[src/rtl/mult_pkg.sv]
// Shared multiplier/divider definitions: FSM state encoding, Booth digit
// select encoding and the default datapath width.
package mult_pkg;

    localparam int MULT_WIDTH = 32;

    typedef enum logic [1:0] {
        IDLE = 2'd0,
        RUN  = 2'd1,
        DONE = 2'd2
    } state_e;

    typedef enum logic [2:0] {
        ZERO = 3'd0,
        POS1 = 3'd1,
        POS2 = 3'd2,
        NEG1 = 3'd3,
        NEG2 = 3'd4
    } booth_sel_e;

endpackage

[src/rtl/booth_encoder.sv]
// Radix-4 Booth recoder: a 3-bit multiplier window {b[2i+1], b[2i], b[2i-1]}
// becomes a digit in {0, +M, +2M, -M, -2M}, reported as negate/double/zero flags.
module booth_encoder
    import mult_pkg::*;
(
    input  logic [2:0] window,
    output logic       neg,
    output logic       dbl,
    output logic       zero
);

    booth_sel_e sel;

    always_comb begin
        sel = ZERO;
        case (window)
            3'b000, 3'b111: sel = ZERO;
            3'b001, 3'b010: sel = POS1;
            3'b011:         sel = POS2;
            3'b100:         sel = NEG2;
            3'b101, 3'b110: sel = NEG1;
            default:        sel = ZERO;
        endcase
    end

    assign neg  = (sel == NEG1) || (sel == NEG2);
    assign dbl  = (sel == POS2) || (sel == NEG2);
    assign zero = (sel == ZERO);

endmodule

[src/rtl/seq_multiplier.sv]
// Sequential WIDTH x WIDTH multiplier, radix-4 Booth, one digit per clock.
// Full 2*WIDTH product on HI/LO with a start/busy/done handshake.
//
// state | meaning
// IDLE  | waiting for start; operands captured on acceptance
// RUN   | one Booth digit added and shifted per cycle, ITER cycles
// DONE  | done pulse for one cycle, start ignored
module seq_multiplier
    import mult_pkg::*;
#(
    parameter int WIDTH = MULT_WIDTH
) (
    input  logic             clk,
    input  logic             rst_n,
    input  logic             start,
    input  logic             is_signed,
    input  logic [WIDTH-1:0] A,
    input  logic [WIDTH-1:0] B,
    output logic             busy,
    output logic             done,
    output logic [WIDTH-1:0] HI,
    output logic [WIDTH-1:0] LO
);

    localparam int ITER = WIDTH / 2 + 1;
    localparam int XW   = WIDTH + 2;
    localparam int AW   = WIDTH + 3;
    localparam int CW   = $clog2(ITER + 1);

    state_e          state;
    logic [XW-1:0]   mcand;
    logic [XW-1:0]   mplier;
    logic            guard;
    logic [AW-1:0]   acc;
    logic [CW-1:0]   cnt;

    logic            dig_neg;
    logic            dig_dbl;
    logic            dig_zero;
    logic [XW-1:0]   a_ext;
    logic [XW-1:0]   b_ext;
    logic [AW-1:0]   mag;
    logic [AW-1:0]   addend;
    logic [AW-1:0]   acc_sum;
    logic [AW-1:0]   acc_sh;
    logic [XW-1:0]   mplier_sh;
    logic [2*WIDTH-1:0] product;

    booth_encoder u_booth_encoder (
        .window ({mplier[1:0], guard}),
        .neg    (dig_neg),
        .dbl    (dig_dbl),
        .zero   (dig_zero)
    );

    // Two extra bits let unsigned operands be treated as non-negative signed values.
    always_comb begin
        a_ext = is_signed ? {{2{A[WIDTH-1]}}, A} : {2'b00, A};
        b_ext = is_signed ? {{2{B[WIDTH-1]}}, B} : {2'b00, B};
    end

    always_comb begin
        mag       = dig_dbl ? {mcand, 1'b0} : {mcand[XW-1], mcand};
        addend    = '0;
        if (!dig_zero) begin
            addend = dig_neg ? (~mag + AW'(1)) : mag;
        end
        acc_sum   = acc + addend;
        acc_sh    = {{2{acc_sum[AW-1]}}, acc_sum[AW-1:2]};
        mplier_sh = {acc_sum[1:0], mplier[XW-1:2]};
        // After ITER shifts the multiplier register holds the low XW product bits.
        product   = {acc_sh[WIDTH-3:0], mplier_sh};
    end

    always_ff @(posedge clk or negedge rst_n) begin
        if (!rst_n) begin
            state  <= IDLE;
            mcand  <= '0;
            mplier <= '0;
            guard  <= 1'b0;
            acc    <= '0;
            cnt    <= '0;
            busy   <= 1'b0;
            done   <= 1'b0;
            HI     <= '0;
            LO     <= '0;
        end else begin
            case (state)
                IDLE: begin
                    done <= 1'b0;
                    if (start) begin
                        mcand  <= a_ext;
                        mplier <= b_ext;
                        guard  <= 1'b0;
                        acc    <= '0;
                        cnt    <= '0;
                        busy   <= 1'b1;
                        state  <= RUN;
                    end
                end
                RUN: begin
                    acc    <= acc_sh;
                    mplier <= mplier_sh;
                    guard  <= mplier[1];
                    cnt    <= cnt + CW'(1);
                    if (cnt == CW'(ITER - 1)) begin
                        HI    <= product[2*WIDTH-1:WIDTH];
                        LO    <= product[WIDTH-1:0];
                        busy  <= 1'b0;
                        done  <= 1'b1;
                        state <= DONE;
                    end
                end
                DONE: begin
                    done  <= 1'b0;
                    state <= IDLE;
                end
                default: begin
                    busy  <= 1'b0;
                    done  <= 1'b0;
                    state <= IDLE;
                end
            endcase
        end
    end

endmodule

[config.mk]
export PLATFORM = sky130hd
export DESIGN_NAME = seq_multiplier
export DESIGN_NICKNAME = d
export VERILOG_FILES = /design/src/rtl/mult_pkg.sv /design/src/rtl/booth_encoder.sv /design/src/rtl/seq_multiplier.sv
export SDC_FILE = /design/constraint.sdc
export NUM_CORES = 1
export LEC_CHECK = 0
export BUFFER_PORTS_ARGS = -buffer_cell sky130_fd_sc_hd__buf_2
export CORE_UTILIZATION = 45
export DETAILED_ROUTE_END_ITERATION = 16
export HOLD_SLACK_MARGIN = 0.03
export MAX_ROUTING_LAYER = met4
export PLACE_DENSITY_LB_ADDON = 0.2
export SYNTH_ARGS = -nofsm -noshare
export SYNTH_HDL_FRONTEND = slang
export SYNTH_SLANG_ARGS = --single-unit
[constraint.sdc]
create_clock -name clk -period 15.1 [get_ports clk]
set_input_delay 3.02 -clock clk [delete_from_list [all_inputs] [get_ports clk]]
set_output_delay 3.02 -clock clk [all_outputs]
set_load 0.01 [all_outputs]
After elaboration in Yosys (flattened, before gate mapping)
Memories as Yosys holds them, arrays and structs flattened.
Index checks and enable logic that the tools add are counted.
- reductions and logical operators: 10
- add/sub/neg operators: 3
- eq/ne operators: 8
- multiplexer cells: 21
- bitwise operators: 2
- operators by type and width (cell ; number):
    two-way mux 34 bit ; 4
    two-way mux 35 bit ; 3
    one-hot mux 35 bit (2 select lines) ; 1
    one-hot mux 34 bit (2 select lines) ; 1
    adder 35 x 1 -> 35 bit, second input constant ; 1
    adder 35 bit ; 1
    NOT 35 bit ; 1
    one-hot mux 5 bit (2 select lines) ; 1
    AND reduction 2 bit ; 4
    == test 3 x 2 -> 1 bit, second input constant ; 2
    adder 5 x 1 -> 5 bit, second input constant ; 1
    == test 5 bit, second input constant ; 1
    two-way mux 1 bit ; 5
    two-way mux 5 bit ; 1
    two-way mux 2 bit ; 2
    inequality test 2 bit, second input constant ; 2
    one-hot mux 2 bit (2 select lines) ; 1
    == test 3 bit, second input constant ; 1
    logical NOT 3 bit ; 1
    one-hot mux 1 bit (3 select lines) ; 1
    AND reduction 3 bit ; 1
    == test 2 x 1 -> 1 bit, second input constant ; 1
    == test 2 bit, second input constant ; 1
    logical NOT 2 bit ; 1
    4 further kinds ; 5
- bits in read-only memories: 24
- memories kept: 1
- output and inout bits: 66
- flip-flop bits (word level): 177
- memories (memory ; depth ; width ; rd ports ; clocked after Yosys merged registers in ; write ports ; line ; RTL):
    (no name shown) ; 8 ; 3 ; 1 ; 0 ; 0 ; booth_encoder.sv:16 ; case (window)

Longest topological paths before layout
Gate-level depths: netlist of the first run.
An unclocked memory read counts as a cell.
- depth in word-level cells: 10
- gate-level depth with buffers: 31
- mapped depth without buffers: 25

Cells and area by module
From an unflattened synthesis of the first run, not the netlist that was laid out.
- cells, all modules: 1235
- area, all modules: 10403.7 µm²
- modules (own cells, without submodules) (module ; cells an instance ; times used ; seq. area each (µm²) ; area each (µm²)):
    seq_multiplier ; 1223 ; 1 ; 4354.2 ; 10323.7
    booth_encoder ; 12 ; 1 ; 0.0 ; 80.1

Least setup slack after synthesis of the first run
No wires, ideal clock.
- path kind: register -> register
- from: reg mplier[0]
- to: reg acc[31]
- buffers on the path: 2
- data arrival time: 6.544 ns
- data required time: 14.966 ns
- cell stages (with the launch flop): 26
- setup time: 0.134 ns
- setup slack: 8.422 ns
- cells stage by stage: dfrtp_1 > inv_1 > ha_1 > clkbuf_1 > nor2_1 > clkbuf_1 > mux2i_1 > ha_1 > or4b_4 > a311o_1 > or2_1 > or4_1 > a2111oi_4 > a21oi_1 > o221ai_1 > a21oi_1 > ha_1 > a21oi_1 > o211ai_1 > a311oi_1 > a2bb2oi_1 > o31ai_1 > or4_1 > a31oi_1 > xor2_1 > o21ai_0
- cells in the longest elaborated chain, start to end: 10
- elaborated cells on any way between the ends: 14
- classes of those cells: add/sub: 2; eq/ne: 3; mux: 4; bitwise: 1; reduce/logical: 3; memory: 1
- ends and longest elaborated chain (what ; line ; RTL):
    start, declared ; seq_multiplier.sv:32 ; logic [XW-1:0] mplier;
    start signal, assigned ; seq_multiplier.sv:93 ; mplier <= b_ext;
    start signal, assigned ; seq_multiplier.sv:103 ; mplier <= mplier_sh;
    memory (8 x 3 bit) (*) ; -- ;
    == test 3 x 2 -> 1 bit / == test 3 bit (equally long branches) ; booth_encoder.sv:27, booth_encoder.sv:26 ;
    logical OR 1 bit ; booth_encoder.sv:27 ; assign dbl = (sel == POS2) || (sel == NEG2);
    two-way mux 34 bit ; seq_multiplier.sv:63 ; mag = dig_dbl ? {mcand, 1'b0} : {mcand[XW-1], mcand};
    NOT 35 bit ; seq_multiplier.sv:66 ; addend = dig_neg ? (~mag + AW'(1)) : mag;
    adder 35 x 1 -> 35 bit ; seq_multiplier.sv:66 ;
    two-way mux 35 bit ; seq_multiplier.sv:66 ;
    two-way mux 35 bit (*) ; seq_multiplier.sv:65 ; if (!dig_zero) begin
    adder 35 bit (*) ; seq_multiplier.sv:68 ; acc_sum = acc + addend;
    one-hot mux 35 bit (2 select lines) (*) ; seq_multiplier.sv:88 ; case (state)
    end signal, assigned ; seq_multiplier.sv:102 ; acc <= acc_sh;
    end, declared ; seq_multiplier.sv:34 ; logic [AW-1:0] acc;
Every way passes the cells marked *; elsewhere a longest branch is shown, timed or not.
A chain may end at the register's enable or synchronous reset.

Worst setup path after layout of the first run
Ends and elaborated chain as after synthesis.

==> results of run 1 <==
==> cells in the mapped netlist (15+ instances only) <==
library cell  instances  share of area
dfrtp_1             174           0.42
nand2_1             168          0.061
a21oi_1             107          0.052
o21ai_0              97          0.047
nor2_1               73          0.026
clkbuf_1             66          0.024
mux2_2               60          0.065
ha_1                 39          0.047
nor2b_1              34          0.021
a22oi_1              33          0.024
a22o_1               28          0.024
xnor2_1              26          0.022
nand3_1              23          0.011
xor2_1               23          0.019
nor3_1               17         0.0082
inv_1                15         0.0054
==> final cells by class <==
| class | instances | area (sq um) | area share |
|---|---|---|---|
| Multi-Input combinational cell | 881 | 5670 | 0.478 |
| Clock buffer | 17 | 425 | 0.0359 |
| Antenna cell | 1 | 2.50 | 0.000211 |
| Timing Repair Buffer | 146 | 769 | 0.0650 |
| Tap cell | 285 | 357 | 0.0301 |
| Inverter | 16 | 60.1 | 0.00507 |
| Sequential cell | 174 | 4350 | 0.368 |
| Clock inverter | 15 | 210 | 0.0177 |
==> path summary, 6_finish.rpt <==
check	depth (start not counted)	startpoint	endpoint	slack, ps
setup / recovery	25	mplier[0]	acc[31]	8170
hold / removal	2	HI[19]	HI[19]	460
setup reg to reg	25	mplier[0]	acc[31]	8170
hold reg to reg	2	HI[19]	HI[19]	460
max in group asynchronous	2	rst_n	cnt[0]	10930
min in group asynchronous	1	rst_n	mcand[8]	2730
==> cell families (layout without fill, tap and decap cells) <==
| group | count (synthesis) | in the layout | synth area share |
|---|---|---|---|
| buf+inv | 93 | 194 | 0.0345 |
| mux | 72 | 72 | 0.0768 |
| xor+xnor | 49 | 49 | 0.0414 |
| flops | 174 | 174 | 0.420 |
| fa+ha+maj | 40 | 40 | 0.0490 |
| compound gates | 351 | 351 | 0.212 |
| other cells | 0 | 1 | 0 |
| simple gates | 369 | 369 | 0.166 |
==> stage by stage <==
stage | hold slack, ps | instances | setup WS [ps]
after floorplan | 449 | 1148 | 8420
after global placement | 452 | 1502 | 8540
after detailed placement | 451 | 1502 | 8390
after CTS | 467 | 1534 | 8300
after global routing | 514 | 1535 | 7790
final | 463 | 1535 | 8170
==> registers in the layout, summed over array words and instances, names as in the netlist <==
register / count
HI: 32
LO: 32
acc: 33
busy: 1
cnt: 5
done: 1
guard: 1
mcand: 33
mplier: 34
state: 2
==> worst max-delay path, stage by stage (launching register included) <==
cell	delay (ps)
dfrtp_1	370
inv_1	50
ha_1	410
nor2_2	140
buf_4	350
mux2i_1	320
ha_1	230
or4b_4	490
a311o_1	390
or2_1	250
or4_1	550
a2111oi_4	390
nand2b_1	90
nand3_1	80
o21ai_0	90
a21oi_1	250
ha_1	340
a21oi_1	210
o211ai_1	160
a311oi_1	410
a2bb2oi_1	230
o31ai_1	130
or4_1	420
a31oi_1	200
xor2_1	150
o21ai_0	80
==> per-layer routing <==
metal | global-route usage | vias to the layer above | wire length, um
met5 | - | - | 0
met4 | 0.0986 | 0 | 869
met3 | 0.0392 | 52 | 1330
met2 | 0.373 | 256 | 12600
met1 | 0.319 | 4240 | 12500
li1 | - | 4285 | -
==> run_results.csv, run 1 <==
group,metric,value,unit
outcome,run_status,"finished, final reports clean",
grt,grt_pass1_vias,8319,
sta,fin_crit,6930,ps
logic_synthesis,ys_seq_area_frac,0.420,
route,drc_errors,0,
finish,fillCellCount,2111,
worst_setup_path,endpoint_kind,"flop",
route,detail_route.first_pass.iterations,6,
job,cap_violations,0,
sta,maxSlewHeadroom,0.323,
grt,grt.overflow.total,0,
worst_setup_path,critPathRequiredTime,15400,ps
logic_synthesis,postSynthCellCount,1148,
route,drtIter0Drc,558,
cts,clock-sinks,174,
die,die_h,154,um
cts,max-clock-path-buffers,2,
cts,post_cts_resized,0,
sta,finalSetupViolations,0,
route,routed_via_density,5.75,
sta,period_share,0.459,
route,wirelength,27.3,mm
logic_synthesis,ys.flop_type,"dfrtp_1",
cts,clkLatencyLatePin,450,ps
cts,cts_buffers,17,
grt,grt_use_total,0.243,
cts,cts_root_buffer,"clkbuf_16",
cts,post-cts-setup-buffers,0,
finish,drive_above_1_share,0.206,
placement,io_buffer_count,133,
finish,final_area,11800,sq um
cts,tritoncts,"built",
finish,mostFrequentLayoutCells,"dfrtp_1 (174), nand2_1 (167), buf_2 (132), a21oi_1 (107), o21ai_0 (97)",
route,routedWlPerCell,17.8,um
placement,dp_hpwl,18.6,mm
placement,place.gp.congestion,0.907,
sta,tightest_slew,1020,ps
die,start_util,0.458,
worst_setup_path,cp-start-kind,"flop",
grt,grt_pass1_wl,44.2,mm
sta,fin_tns_setup,0,ps
sta,final-hold-violation-count,0,
sta,drv_slew,0,
route,via_count,8833,
finish,final_common_cell,"dfrtp_1",
die,die_x,154,um
logic_synthesis,syn-num-nets,1256,
finish,final_util,0.523,
cts,cts.hold.buffers_added,0,
route,drtAntennaViolNets,0,
finish,syn2layout_area_growth,14.4,%
die,fp.coreArea,22600,sq um
logic_synthesis,synth.cell_area,10400,sq um
cts,cts_max_level,4,
die,pin_count,134,
finish,nNetsFinal,1344,
logic_synthesis,async_reset_ff_frac,1.00,
logic_synthesis,synth_warnings,0,
logic_synthesis,synth.avg_cell_area,9.02,sq um
logic_synthesis,ys_ff_latch,174,
logic_synthesis,synth_edf_count,0,
worst_hold_path,hold_class,"flop to flop",
sta,fin_skew,18.8,ps
logic_synthesis,synth.distinct_cells,64,
sta,fmax,144,MHz
grt,grt_max_degree,109,
worst_setup_path,crit_type,"flop to flop",
worst_setup_path,crit_arrival,7230,ps
placement,placed_area,11200,sq um
die,rows,55,
grt,grt_antenna_before_repair,1,
die,die-area,23600,sq um
worst_setup_path,crit_fanout,28,
sta,rsz0062_at_grt,"no",
cts,cts.clk_slew.worst_paths,80,ps
Power of run 1 is not shown: default switching activity piles up to over one toggle a cycle in this logic, so the estimate is an artifact.
==> inputs of run 2 (changes only) <==
==> constraint.sdc (replaced) <==
create_clock -name clk -period 7.1 [get_ports clk]
set_input_delay 1.42 -clock clk [delete_from_list [all_inputs] [get_ports clk]]
set_output_delay 1.42 -clock clk [all_outputs]
set_load 0.01 [all_outputs]
==> run 2 against run 1 <==
Net effect: cell count about the same; routed wire length up 0.47%; critical path depth down 2; die area unchanged; sequential cell count unchanged; design area about the same; critical endpoint unchanged.
==> run_results.csv, run 2 (synthesis results as in run 1) <==
group,metric,value,unit
cts,post-cts-setup-buffers,0,
placement,dp_hpwl,18.7,mm
cts,max-clock-path-buffers,2,
cts,cts_max_level,4,
finish,mostFrequentLayoutCells,"dfrtp_1 (174), nand2_1 (167), buf_2 (132), a21oi_1 (107), o21ai_0 (97)",
worst_setup_path,crit_path_frequent_cell,"ha_1",
route,drc_errors,0,
grt,grt_pass1_wl,44.3,mm
sta,fin_crit,6530,ps
cts,cts_buffers,17,
die,pin_count,134,
worst_setup_path,crit_type,"flop to flop",
cts,cts.hold.buffers_added,0,
finish,syn2layout_area_growth,14.3,%
worst_hold_path,hold_class,"flop to flop",
cts,post_cts_resized,0,
worst_setup_path,cpMaxStageDelayCell,"or4b_4",
grt,grt_max_degree,99,
route,drtAntennaViolNets,0,
placement,pre_cts_ws,701,ps
worst_setup_path,cp-start-kind,"flop",
worst_setup_path,crit_arrival,6840,ps
cts,tritoncts,"built",
worst_setup_path,path_cells,"inv_1, ha_1, nor2_2, mux2i_1, ha_1, or4b_4, a311o_1, or2_1, or3_1, nor3_1, a21oi_1, o221ai_1, a21oi_1, ha_1, a21o_1, a21o_1, a221o_1, a31oi_1, o31ai_1, or4_1, a31oi_1, xor2_1, o21ai_0",
route,via_count,8956,
placement,place.gp.congestion,0.901,
sta,fin_tns_setup,0,ps
route,routedWlPerCell,17.9,um
grt,grt_pass1_vias,8499,
worst_setup_path,endpoint_kind,"flop",
die,die_h,154,um
grt,grt_use_total,0.243,
outcome,run_status,"finished, final reports clean",
cts,cts_root_buffer,"clkbuf_16",
worst_setup_path,crit_fanout,8,
die,die-area,23600,sq um
die,start_util,0.458,
sta,maxSlewHeadroom,0.357,
sta,tightest_slew,964,ps
die,die_x,154,um
worst_setup_path,critPathRequiredTime,7410,ps
cts,cts.clk_slew.worst_paths,70,ps
die,rows,55,
sta,fmax,153,MHz
placement,placed_area,11200,sq um
worst_setup_path,cpPeakStageDelay,490,ps
route,detail_route.first_pass.iterations,5,
worst_setup_path,crit_buf_inv,1,
sta,final-hold-violation-count,0,
finish,drive_above_1_share,0.206,
grt,grt_antenna_before_repair,1,
finish,final_area,11800,sq um
placement,io_buffer_count,133,
finish,top_regs,"mplier (34), acc (33), mcand (33)",
worst_setup_path,critical-path-top-delay-family,"compound AO/OA/AOI/OAI gates",
sta,fin_ws,566,ps
job,cap_violations,0,
route,routed_via_density,5.83,
sta,rsz0062_at_grt,"no",
finish,nNetsFinal,1345,
finish,final_common_cell,"dfrtp_1",
route,wirelength,27.4,mm
sta,period_share,0.920,
finish,largest_register,"mplier",
cts,clkLatencyLatePin,450,ps
finish,largest_reg_flops,34,
route,drtIter0Drc,524,
grt,grt.overflow.total,0,
cts,clock-sinks,174,
sta,drv_slew,0,
sta,fin_skew,13.7,ps
sta,finalSetupViolations,0,
die,fp.coreArea,22600,sq um
-- run 2: final timing paths --
path	from	to	slack, ps	depth (start not counted)
setup / recovery	mplier[0]	acc[31]	570	23
setup reg to reg	mplier[0]	acc[31]	570	23
min in group asynchronous	rst_n	mcand[12]	1090	1
max in group asynchronous	rst_n	HI[29]	4480	2
hold / removal	HI[19]	HI[19]	480	2
hold reg to reg	HI[19]	HI[19]	480	2
-- run 2: area by class of cell --
class,instances,area (sq um)
multi-input cells,881,5670
fillers,2090,10800
well taps,285,357
clock buffers,18,429
inverters,16,60.1
diodes,1,2.50
clock inverters,14,194
flip-flops and latches,174,4350
repair buffers,147,777
-- run 2: per-stage QoR --
step,hold WS (ps),cells,utilization
global placement,458,1503,0.495
finish,476,1536,0.523
global route,498,1536,0.523
CTS,485,1535,0.523
floorplan,449,1148,-
detailed placement,468,1503,0.495
-- run 2: layer usage --
metal,vias up,part of all wire,wire (um),global-route usage
met4,0,0.022,612,0.0838
met3,44,0.052,1440,0.0443
met1,4366,0.45,12300,0.309
met5,-,0,0,-
li1,4294,-,-,-
met2,252,0.48,13100,0.389
-- run 2: worst register-to-register path, cell delays in order, from the launching register on --
cell and delay, ps:
dfrtp_1 370, inv_1 50, ha_1 410, nor2_2 180
mux2i_1 280, ha_1 220, or4b_4 490, a311o_1 390
or2_1 250, or3_1 410, nor3_1 280, a21oi_1 120
o221ai_1 220, a21oi_1 90, ha_1 390, a21o_1 180
a21o_1 180, a221o_1 290, a31oi_1 490, o31ai_1 250
or4_1 440, a31oi_1 210, xor2_1 150, o21ai_0 80
Power of run 2 is left out for the same reason.
